===== src/rtl/mod_updown_counter.sv =====
// Modulo-MODULUS up/down counter with load, sync clear, combinational terminal count and sticky ovf.
// Define COUNTER_SATURATE_EN to hold at the terminal value instead of wrapping.
module mod_updown_counter #(
    parameter int     WIDTH   = 4,
    parameter longint MODULUS = 16
) (
    input  logic             clk,
    input  logic             rst_n,
    input  logic             clr,
    input  logic             load,
    input  logic [WIDTH-1:0] load_val,
    input  logic             en,
    input  logic             up_dn,
    output logic [WIDTH-1:0] count,
    output logic             tc,
    output logic             ovf
);

    localparam logic [WIDTH-1:0] MAX_C  = WIDTH'(MODULUS - 64'sd1);
    localparam logic [WIDTH-1:0] ZERO_C = {WIDTH{1'b0}};
    localparam logic [WIDTH-1:0] ONE_C  = {{(WIDTH-1){1'b0}}, 1'b1};

`ifdef COUNTER_SATURATE_EN
    localparam logic SATURATE_C = 1'b1;
`else
    localparam logic SATURATE_C = 1'b0;
`endif

    logic [WIDTH-1:0] count_q;
    logic [WIDTH-1:0] count_d;
    logic             ovf_q;
    logic             ovf_d;
    logic             tc_s;

    // Out-of-range load values clamp to the top of the sequence.
    function automatic logic [WIDTH-1:0] clamp_load(input logic [WIDTH-1:0] v);
        logic [WIDTH-1:0] r;
        if ($unsigned(64'(v)) < $unsigned(64'(MODULUS))) begin
            r = v;
        end else begin
            r = MAX_C;
        end
        return r;
    endfunction

    // Terminal count: zero-latency so it can enable a cascaded stage.
    always_comb begin
        tc_s = 1'b0;
        if (en && !clr && !load) begin
            tc_s = (up_dn && (count_q == MAX_C)) || (!up_dn && (count_q == ZERO_C));
        end else begin
            tc_s = 1'b0;
        end
    end

    // Next-state: clr > load > en, one action per edge.
    always_comb begin
        count_d = count_q;
        ovf_d   = ovf_q;
        if (clr) begin
            count_d = ZERO_C;
            ovf_d   = 1'b0;
        end else if (load) begin
            count_d = clamp_load(load_val);
            ovf_d   = 1'b0;
        end else if (en) begin
            if (tc_s) begin
                ovf_d = 1'b1;
            end else begin
                ovf_d = ovf_q;
            end
            if (up_dn) begin
                if (count_q == MAX_C) begin
                    count_d = SATURATE_C ? MAX_C : ZERO_C;
                end else begin
                    count_d = count_q + ONE_C;
                end
            end else begin
                if (count_q == ZERO_C) begin
                    count_d = SATURATE_C ? ZERO_C : MAX_C;
                end else begin
                    count_d = count_q - ONE_C;
                end
            end
        end else begin
            count_d = count_q;
            ovf_d   = ovf_q;
        end
    end

    // State registers with asynchronous reset.
    always_ff @(posedge clk or negedge rst_n) begin
        if (!rst_n) begin
            count_q <= ZERO_C;
            ovf_q   <= 1'b0;
        end else begin
            count_q <= count_d;
            ovf_q   <= ovf_d;
        end
    end

    assign count = count_q;
    assign ovf   = ovf_q;
    assign tc    = tc_s;

endmodule


===== config.mk =====
export PLATFORM = sky130hd
export DESIGN_NAME = mod_updown_counter
export DESIGN_NICKNAME = d
export VERILOG_FILES = /design/src/rtl/mod_updown_counter.sv
export SDC_FILE = /design/constraint.sdc
export NUM_CORES = 1
export LEC_CHECK = 0
export CAP_MARGIN = 20
export CORE_AREA = 2 2 39 41
export CTS_CLUSTER_SIZE = 30
export DETAILED_ROUTE_END_ITERATION = 10
export DIE_AREA = 0 0 41 43
export PLACE_DENSITY_LB_ADDON = 0.05
export SYNTH_ARGS = -nofsm -noshare
export SYNTH_HDL_FRONTEND = slang
export SYNTH_SLANG_ARGS = --single-unit

===== constraint.sdc =====
create_clock -name clk -period 3.67 [get_ports clk]
set_input_delay 0.5505 -clock clk [delete_from_list [all_inputs] [get_ports clk]]
set_output_delay 0.5505 -clock clk [all_outputs]
set_load 0.01 [all_outputs]

==> results of run 1 <==
worst max-delay path: cells and delay by family:
kind	cells	cell delay [ns]
compound gates	1	0.10
buf+inv	2	1.20
simple gates	3	0.37
synth_stat cells:
master                     number  share of area (%)
sky130_fd_sc_hd__a21oi_1        6                7.2
sky130_fd_sc_hd__dfrtp_1        5                 30
sky130_fd_sc_hd__nand2_1        5                4.5
sky130_fd_sc_hd__inv_1          4                3.6
sky130_fd_sc_hd__clkbuf_1       3                2.7
sky130_fd_sc_hd__ha_1           3                9.0
sky130_fd_sc_hd__o21ai_1        3                3.6
sky130_fd_sc_hd__inv_2          2                1.8
sky130_fd_sc_hd__nor2_1         2                1.8
sky130_fd_sc_hd__xor2_1         2                4.2
sky130_fd_sc_hd__a211oi_1       1                1.8
sky130_fd_sc_hd__a21bo_1        1                2.4
sky130_fd_sc_hd__a311o_1        1                2.4
sky130_fd_sc_hd__a31oi_1        1                1.5
sky130_fd_sc_hd__a41oi_2        1                3.9
sky130_fd_sc_hd__mux2_1         1                2.7
sky130_fd_sc_hd__mux2i_1        1                2.4
sky130_fd_sc_hd__nand2b_1       1                1.5
sky130_fd_sc_hd__nand3_1        1                1.2
sky130_fd_sc_hd__nor2b_1        1                1.5
sky130_fd_sc_hd__nor3_1         1                1.2
sky130_fd_sc_hd__nor3b_1        1                1.8
sky130_fd_sc_hd__o21bai_1       1                1.8
sky130_fd_sc_hd__o311a_1        1                2.4
sky130_fd_sc_hd__o31ai_1        1                1.8
sky130_fd_sc_hd__or4_1          1                1.8
logic make-up (layout without fill, tap and decap cells):
family / count (synthesis) / after routing / synth area share (%)
simple gates: 13 / 13 / 15.2
compound gates: 17 / 17 / 28.7
xor+xnor: 2 / 2 / 4.18
flops: 5 / 5 / 29.9
buf+inv: 9 / 25 / 8.06
mux: 2 / 2 / 5.07
fa+ha+maj: 3 / 3 / 8.96
flip-flops by register name, summed over array words and instances (netlist names):
register / flops
count: 4
ovf: 1
final cells by class:
cell class,instances,area [µm²],area share (%)
multi-input combinational,37,260,43.1
timing repair buffer,15,150,24.8
sequential,5,125,20.7
clock buffer,4,26.3,4.35
inverter,6,22.5,3.73
tap,16,20.0,3.31
per-layer routing:
metal	vias to the layer above	global-route usage [%]
met5	-	0
met4	0	8.00
met3	2	1.57
met2	10	21.6
met1	172	16.1
li1	213	-
how the worst min path moves through the flow:
stage                     slack, ns  start  endpoint
after floorplan                0.25  rst_n  count[0]
after global placement         0.53    ovf       ovf
after detailed placement       0.52    ovf       ovf
after CTS                      0.53    ovf       ovf
after global routing           0.55    ovf       ovf
final                          0.53  rst_n  count[0]
power by group through the flow:
stage               clock network (mW)  registers [mW]  logic (mW)
floorplan                            0          0.0666      0.0285
global placement                     0          0.0657      0.0547
detailed placement                   0          0.0658      0.0535
CTS                             0.0660          0.0650      0.0541
global route                    0.0681          0.0659      0.0597
finish                          0.0637          0.0648      0.0534
per-stage QoR:
stage	hold WS (ns)	setup slack, ns
finish	0.526	0.910
global route	0.546	0.802
CTS	0.534	0.891
detailed placement	0.523	0.913
global placement	0.528	0.922
floorplan	0.255	1.73
==> summary.txt, run 1 <==
Outcome
  – Outcome: finished clean

Clock tree
  – Clock transition at the registers of the reported paths: 0.04 ns
  – CTS Root Buffer Type: sky130_fd_sc_hd__clkbuf_4
  – Max Root-Sink Buffers: 2
  – Number of sinks on the clock net: 5
  – Setup Buffers After CTS: 0
  – Clock tree from TritonCTS: built
  – Post-cts repair resize count: 0
  – H-tree levels: 1
  – CTS hold repair buffers: 0
  – Clock buffers created by TritonCTS: 3
  – Insertion delay to the later sink of the worst-skew pair: 0.24 ns

Place
  – Count of placed standard cells including taps: 79
  – Detail Placement HPWL: 697 µm
  – Placed cell area: 578 µm²
  – Number of buffers inserted by port buffering: 15
  – Routability-driven placement congestion ratio: 0.607

Power and ir drop
  – Worst IR Drop VDD: 0.145 mV
  – Proportion of power drawn by flip-flops and latches: 35.6%
  – Areal power density over the cells: 301 nW/µm²
  – Total leakage power: 0.253 nW
  – Total internal power: 130 µW
  – Clock share of power: 35.0%
  – Switching share of total power: 28.8%
  – Post-route total power: 182 µW
  – Switching Power: 52.3 µW
  – Portion of total power attributed to combinational logic: 29.3%

STA
  – Setup TNS: 0 ns
  – Number of slew-limit violations in the final report: 0
  – Number of failing setup endpoints in the final timing report: 0
  – Actual slew at the worst max-slew pin: 0.342 ns
  – Post-layout min period: 2.76 ns
  – Clock skew after layout: 0.000691 ns
  – Relative slew slack: 77.1%
  – Setup repair after global routing missed its margin: no
  – Achievable clock frequency: 362 MHz
  – Number of hold-slack violations in the final timing report: 0
  – Final critical-path share of the clock period: 75.2%

Die
  – Top-level port count: 16
  – Horizontal die dimension: 41 µm
  – Total core area: 1380 µm²
  – Initial cell density of the core: 30.3%
  – DIE AREA: 1760 µm²
  – Total number of placement rows: 14
  – Height of the die: 43 µm

Worst setup path
  – Sort of element at the start of the critical path: input port
  – Depth of the most critical reg-to-reg path: 6
  – Reg-to-Reg End: ovf
  – CP max-delay cell: sky130_fd_sc_hd__clkdlybuf4s50_1
  – List of cells traversed by the critical path: clkdlybuf4s50_1, nand3_1, nor2_1, o21ai_1, nor3_1, clkdlybuf4s50_1
  – Reg2Reg Setup Slack: 2.10 ns
  – Startpoint of the most critical register-to-register path: count[1]
  – Startpoint of the most critical setup path: up_dn
  – Type of the worst setup path: input port to primary output
  – Critical path endpoint category: primary output
  – Destination of the critical timing path: tc
  – Largest fanout of any net on the critical path: 8
  – Slowest Stage Delay on Critical Path: 0.64 ns
  – Required time of the worst setup path: 3.12 ns
  – Cell repeated most along the worst path: sky130_fd_sc_hd__clkdlybuf4s50_1
  – Data arrival time of the critical path: 2.21 ns

Yosys
  – Average cell area after synthesis: 8.22 µm²
  – Yosys cell types: 26
  – Synth Register Bits: 5
  – Sequential area share after synthesis: 29.9%
  – Total nets after synthesis: 64
  – Netlist area before placement: 419 µm²
  – Mapped Cells: 51
  – Ys Warns: 0

GRT
  – Via count of the first global-routing pass: 419
  – Global-route wire length before repair: 1.63 mm
  – Overall global routing resource usage: 13.4%
  – Pin count of the biggest net entering global routing: 10
  – Antenna violations before repair: 0
  – Final global-route overflow total: 0

Layout
  – Leading cell type in the layout, fill and taps excluded: sky130_fd_sc_hd__clkdlybuf4s50_1
  – Share of layout cells above drive strength 1: 8.96%
  – Post-layout utilization of the core: 43.7%
  – Number of standard cells in the layout, taps in and fillers out: 83
  – Area of all placed cells without fillers: 604 µm²
  – Post-layout net count: 81
  – Layout filler cell count: 158
  – Syn-to-layout area delta: 44.2%
  – Antenna Diode Count: 0
  – Most used cells in the layout excluding fill and tap cells: sky130_fd_sc_hd__clkdlybuf4s50_1 (15), sky130_fd_sc_hd__a21oi_1 (6), sky130_fd_sc_hd__nand2_1 (5), sky130_fd_sc_hd__dfrtp_1 (5), sky130_fd_sc_hd__inv_1 (4)

Routing
  – Number of detailed-routing iterations run before antenna repair: 2
  – Metal2 WL: 436 µm
  – Highest signal layer in the routed design: met4
  – Remaining antenna violation count: 0
  – Via count: 397
  – Detail-routed via count per cell: 4.78
  – Routed wl met3: 31 µm
  – Remaining DRCs: 0
  – Post-route met1 wirelength: 409 µm
  – DR WL/cell: 10.8 µm
  – Initial DRC Count: 4
  – Total routed wirelength: 893 µm

Hold path
  – Min-delay worst type: input port to async pin

Job
  – Max-capacitance violation count: 0
(Power assumes the default switching activity.)
==> inputs of run 2 (changes only) <==
clock period = 2.82 ns   (was 3.67 ns; I/O delays follow)
==> run 2 against run 1 <==
Effect of this change:
- critical path depth is 1 higher
- count of clock-buffer cells in the layout fell by 1
- routed wire length up 4.8%
- design area grew 1.4%
- die area unchanged
- global-route usage rose by 0.49 points
- power grew 31%
- non-clock buffer count grew 1
- largest power group unchanged
==> summary.txt, run 2 (synthesis results as in run 1) <==
Routing
  – Total routed wirelength: 936 µm
  – Via count: 412
  – DR WL/cell: 11.1 µm
  – Remaining DRCs: 0
  – Initial DRC Count: 11
  – Number of detailed-routing iterations run before antenna repair: 4
  – Detail-routed via count per cell: 4.90
  – Remaining antenna violation count: 0

GRT
  – Overall global routing resource usage: 13.9%
  – Global-route wire length before repair: 1.66 mm
  – Via count of the first global-routing pass: 422
  – Final global-route overflow total: 0
  – Pin count of the biggest net entering global routing: 10
  – Antenna violations before repair: 0

Layout
  – Number of standard cells in the layout, taps in and fillers out: 84
  – Antenna Diode Count: 0
  – Largest register FFs: 4
  – Most used cells in the layout excluding fill and tap cells: sky130_fd_sc_hd__clkdlybuf4s50_1 (15), sky130_fd_sc_hd__a21oi_1 (6), sky130_fd_sc_hd__nand2_1 (5), sky130_fd_sc_hd__dfrtp_1 (5), sky130_fd_sc_hd__inv_1 (4)
  – Leading cell type in the layout, fill and taps excluded: sky130_fd_sc_hd__clkdlybuf4s50_1
  – Syn-to-layout area delta: 46.3%
  – Post-layout net count: 82
  – Post-layout utilization of the core: 44.3%
  – Layout filler cell count: 148
  – Share of layout cells above drive strength 1: 11.8%

Worst setup path
  – Reg2Reg Setup Slack: 1.26 ns
  – Reg-to-Reg End: ovf
  – Critical path endpoint category: primary output
  – Destination of the critical timing path: tc
  – Slowest Stage Delay on Critical Path: 0.55 ns
  – Required time of the worst setup path: 2.40 ns
  – List of cells traversed by the critical path: inv_1, ha_1, nor2b_1, nor3b_1, o21ai_1, nor3_1, clkdlybuf4s50_1
  – Startpoint of the most critical setup path: count[1]
  – Data arrival time of the critical path: 2.15 ns
  – Depth of the most critical reg-to-reg path: 6
  – Type of the worst setup path: flop to primary output
  – Startpoint of the most critical register-to-register path: count[1]
  – Largest fanout of any net on the critical path: 6
  – CP max-delay cell: sky130_fd_sc_hd__clkdlybuf4s50_1
  – Sort of element at the start of the critical path: flop

Clock tree
  – CTS Root Buffer Type: sky130_fd_sc_hd__clkbuf_4
  – Post-cts repair resize count: 0
  – Clock transition at the registers of the reported paths: 0.05 ns
  – H-tree levels: 1
  – Clock buffers created by TritonCTS: 3
  – Clock tree from TritonCTS: built
  – Insertion delay to the later sink of the worst-skew pair: 0.24 ns
  – Setup Buffers After CTS: 0
  – Max Root-Sink Buffers: 2
  – Number of sinks on the clock net: 5
  – CTS hold repair buffers: 0

Die
  – Total number of placement rows: 14
  – Horizontal die dimension: 41 µm
  – DIE AREA: 1760 µm²
  – Height of the die: 43 µm
  – Total core area: 1380 µm²
  – Top-level port count: 16
  – Initial cell density of the core: 30.3%

STA
  – Fin Hold WS: 0.407 ns
  – Relative slew slack: 78.9%
  – Post-layout min period: 2.57 ns
  – Final critical-path share of the clock period: 91.3%
  – Number of failing setup endpoints in the final timing report: 0
  – Number of slew-limit violations in the final report: 0
  – Setup TNS: 0 ns
  – Clock skew after layout: 0.00685 ns
  – Number of hold-slack violations in the final timing report: 0
  – Achievable clock frequency: 389 MHz
  – Setup repair after global routing missed its margin: no
  – Actual slew at the worst max-slew pin: 0.315 ns

Hold path
  – Min-delay worst type: input port to async pin

Power and ir drop
  – Areal power density over the cells: 387 nW/µm²
  – Total leakage power: 0.260 nW
  – Post-route total power: 237 µW
  – Worst IR Drop VDD: 0.200 mV

Job
  – Max-capacitance violation count: 0

Outcome
  – Outcome: finished clean

Place
  – Detail Placement HPWL: 749 µm
  – Number of buffers inserted by port buffering: 15
  – Count of placed standard cells including taps: 80
  – Routability-driven placement congestion ratio: 0.598
run 2: cell count changes in the layout (fill, tap and decap cells not counted), sizes merged:
cell	delta
buf	+1
clkbuf	-1
clkinv	+1
run 2: final cells by class:
class / count / area, µm² / share of cell area, %
multi-input combinational: 37 / 260 / 42.4
timing repair buffer: 16 / 158 / 25.7
sequential: 5 / 125 / 20.4
clock buffer: 3 / 22.5 / 3.67
inverter: 6 / 22.5 / 3.67
tap: 16 / 20.0 / 3.27
clock inverter: 1 / 5.00 / 0.816
run 2: worst min-delay path by stage:
stage	cells past startpoint	to	from	slack, ns
floorplan	0	count[0]	rst_n	0.13
global placement	2	ovf	ovf	0.53
detailed placement	2	ovf	ovf	0.52
CTS	1	ovf	rst_n	0.40
global route	1	ovf	rst_n	0.43
finish	1	count[3]	rst_n	0.41
run 2: layer usage:
metal | wire length (µm) | track usage, % | up-vias
li1 | - | - | 213
met1 | 450 | 15.7 | 191
met2 | 462 | 22.5 | 8
met3 | 24 | 1.57 | 0
met4 | 0 | 10.0 | 0
met5 | 0 | 0 | -
run 2: worst max-delay path: cells and delay by family, from the launching register on:
kind	cells	cell delay, ns
buffers and inverters	2	0.68
AO/OA/AOI/OAI	1	0.11
adder cells (fa/ha/maj)	1	0.18
flip-flops	1	0.43
AND/OR/NAND/NOR	3	0.50
run 2: through the flow:
stage               setup slack [ns]  instance area [µm²]
floorplan                       1.01                  419
global route                  0.0696                  613
finish                         0.247                  613
CTS                            0.202                  613
global placement               0.346                  586
detailed placement             0.329                  586
run 2: power by group:
group / total, mW / leakage [nW] / switching [mW] / internal, mW
Combinational: 0.0710 / 0.177 / 0.0318 / 0.0392
Sequential: 0.0845 / 0.0660 / 0.00785 / 0.0766
Clock: 0.0819 / 0.0177 / 0.0305 / 0.0514
Total: 0.237 / 0.260 / 0.0702 / 0.167
==> inputs of run 3 (changes only) <==
PLACE_DENSITY_LB_ADDON = not set   (was 0.05)
==> run 3 against run 2 <==
Effect of this change:
- via count down 3.9%
- sequential cell count did not move
- routed wire length down 9.8%
- setup slack gained 0.050 ns
- clock skew decreased by 0.0056 ns
- global-route usage decreased by 2.4 points
- critical path type unchanged
- largest cell class unchanged
==> summary.txt, run 3 (synthesis results as in run 1) <==
Outcome
  – Outcome: finished clean

Clock tree
  – Setup Buffers After CTS: 0
  – Clock buffers created by TritonCTS: 3
  – H-tree levels: 1
  – Insertion delay to the later sink of the worst-skew pair: 0.23 ns
  – Clock tree from TritonCTS: built
  – CTS Root Buffer Type: sky130_fd_sc_hd__clkbuf_4
  – Post-cts repair resize count: 0
  – Number of sinks on the clock net: 5
  – Max Root-Sink Buffers: 2
  – CTS hold repair buffers: 0
  – Clock transition at the registers of the reported paths: 0.04 ns

GRT
  – Via count of the first global-routing pass: 369
  – GR Util met3: 1.57%
  – Most utilized layer in the global route result: met2
  – Antenna violations before repair: 0
  – Pin count of the biggest net entering global routing: 10
  – Final global-route overflow total: 0
  – Met2 Resource Use GR: 16.6%
  – Global-route wire length before repair: 1.44 mm
  – Overall global routing resource usage: 11.5%
  – Met1 track demand over resource: 16.1%

STA
  – Relative slew slack: 80.3%
  – Number of hold-slack violations in the final timing report: 0
  – Actual slew at the worst max-slew pin: 0.295 ns
  – Number of slew-limit violations in the final report: 0
  – Achievable clock frequency: 396 MHz
  – Setup repair after global routing missed its margin: no
  – Number of failing setup endpoints in the final timing report: 0
  – Clock skew after layout: 0.00125 ns
  – Final critical-path share of the clock period: 89.5%
  – Minimum setup slack in the final design: 0.296 ns
  – Setup TNS: 0 ns
  – Post-layout min period: 2.52 ns

Layout
  – Layout filler cell count: 147
  – Syn-to-layout area delta: 46.0%
  – Largest register FFs: 4
  – Antenna Diode Count: 0
  – Area occupied by multi-input gates: 260 µm²
  – Storage cell area: 125 µm²
  – Leading cell type in the layout, fill and taps excluded: sky130_fd_sc_hd__clkdlybuf4s50_1
  – Share of layout cells above drive strength 1: 10.3%
  – Post-layout net count: 82
  – Post-layout utilization of the core: 44.2%
  – Most used cells in the layout excluding fill and tap cells: sky130_fd_sc_hd__clkdlybuf4s50_1 (15), sky130_fd_sc_hd__a21oi_1 (6), sky130_fd_sc_hd__nand2_1 (5), sky130_fd_sc_hd__dfrtp_1 (5), sky130_fd_sc_hd__inv_1 (4)

Worst setup path
  – Required time of the worst setup path: 2.40 ns
  – Sort of element at the start of the critical path: flop
  – Startpoint of the most critical register-to-register path: count[1]
  – Largest fanout of any net on the critical path: 6
  – Depth of the most critical reg-to-reg path: 6
  – Data arrival time of the critical path: 2.10 ns
  – Critical path endpoint category: primary output
  – Reg-to-Reg End: ovf
  – Type of the worst setup path: flop to primary output
  – Reg2Reg Setup Slack: 1.28 ns

Power and ir drop
  – Switching Power: 63.8 µW
  – Areal power density over the cells: 381 nW/µm²
  – Total internal power: 169 µW
  – Switching share of total power: 27.4%
  – Portion of total power attributed to combinational logic: 29.9%
  – Post-route total power: 233 µW
  – Proportion of power drawn by flip-flops and latches: 36.3%
  – Total leakage power: 0.258 nW
  – Clock share of power: 33.8%
  – Worst IR Drop VDD: 0.180 mV

Routing
  – Total routed wirelength: 844 µm
  – Number of detailed-routing iterations run before antenna repair: 2
  – Via count: 396
  – Detail-routed via count per cell: 4.71
  – DR WL/cell: 10.0 µm
  – Remaining DRCs: 0
  – Initial DRC Count: 2
  – Remaining antenna violation count: 0

Place
  – Number of buffers inserted by port buffering: 15
  – Setup slack after placement: 0.339 ns
  – Detail Placement HPWL: 666 µm
  – Routability-driven placement congestion ratio: 0.650

Die
  – Top-level port count: 16
  – Total core area: 1380 µm²
  – DIE AREA: 1760 µm²
  – Height of the die: 43 µm
  – Initial cell density of the core: 30.3%
  – Total number of placement rows: 14
  – Horizontal die dimension: 41 µm

Job
  – Max-capacitance violation count: 0

Hold path
  – Min-delay worst type: input port to async pin
## run 3: worst max path at each step
| stage | endpoint | from | slack, ns | cells after the start |
|---|---|---|---|---|
| 6_report | tc | count[1] | 0.30 | 7 |
| 5_1_grt | tc | count[1] | 0.13 | 7 |
| 4_1_cts | tc | count[1] | 0.26 | 7 |
| 3_5_place_dp | tc | up_dn | 0.34 | 6 |
| 3_3_place_gp | tc | up_dn | 0.36 | 6 |
| 2_1_floorplan | tc | count[1] | 1.01 | 6 |
## run 3: final cells by class
class / count / area share [%]
inverters: 6 / 3.68
multi-input cells: 37 / 42.5
well taps: 16 / 3.27
repair buffers: 16 / 25.8
clock buffers: 4 / 4.29
flip-flops and latches: 5 / 20.4
## run 3: per-layer routing
metal | vias to the layer above | part of all wire (%)
li1 | 212 | -
met1 | 174 | 52
met2 | 10 | 43
met3 | 0 | 5.6
met4 | 0 | 0
met5 | - | 0
## run 3: worst max-delay path, cell delays in order (launching register included)
cell,delay (ns)
sky130_fd_sc_hd__dfrtp_1,0.42
sky130_fd_sc_hd__inv_1,0.13
sky130_fd_sc_hd__ha_1,0.17
sky130_fd_sc_hd__nor2b_1,0.16
sky130_fd_sc_hd__nor3b_1,0.19
sky130_fd_sc_hd__o21ai_1,0.10
sky130_fd_sc_hd__nor3_1,0.13
sky130_fd_sc_hd__clkdlybuf4s50_1,0.55
## run 3: power groups by stage
stage / registers (mW) / clock network (mW) / logic [mW]
2_1_floorplan: 0.0867 / 0 / 0.0371
3_3_place_gp: 0.0857 / 0 / 0.0707
3_5_place_dp: 0.0856 / 0 / 0.0701
4_1_cts: 0.0846 / 0.0820 / 0.0705
5_1_grt: 0.0857 / 0.0865 / 0.0784
6_report: 0.0846 / 0.0787 / 0.0697
## run 3: through the flow
stage / cells / instance area [µm²] / hold WS (ns)
after global routing: 84 / 612 / 0.428
after CTS: 84 / 612 / 0.408
final: 84 / 612 / 0.407
after global placement: 80 / 586 / 0.530
after floorplan: 51 / 419 / 0.127
after detailed placement: 80 / 586 / 0.526
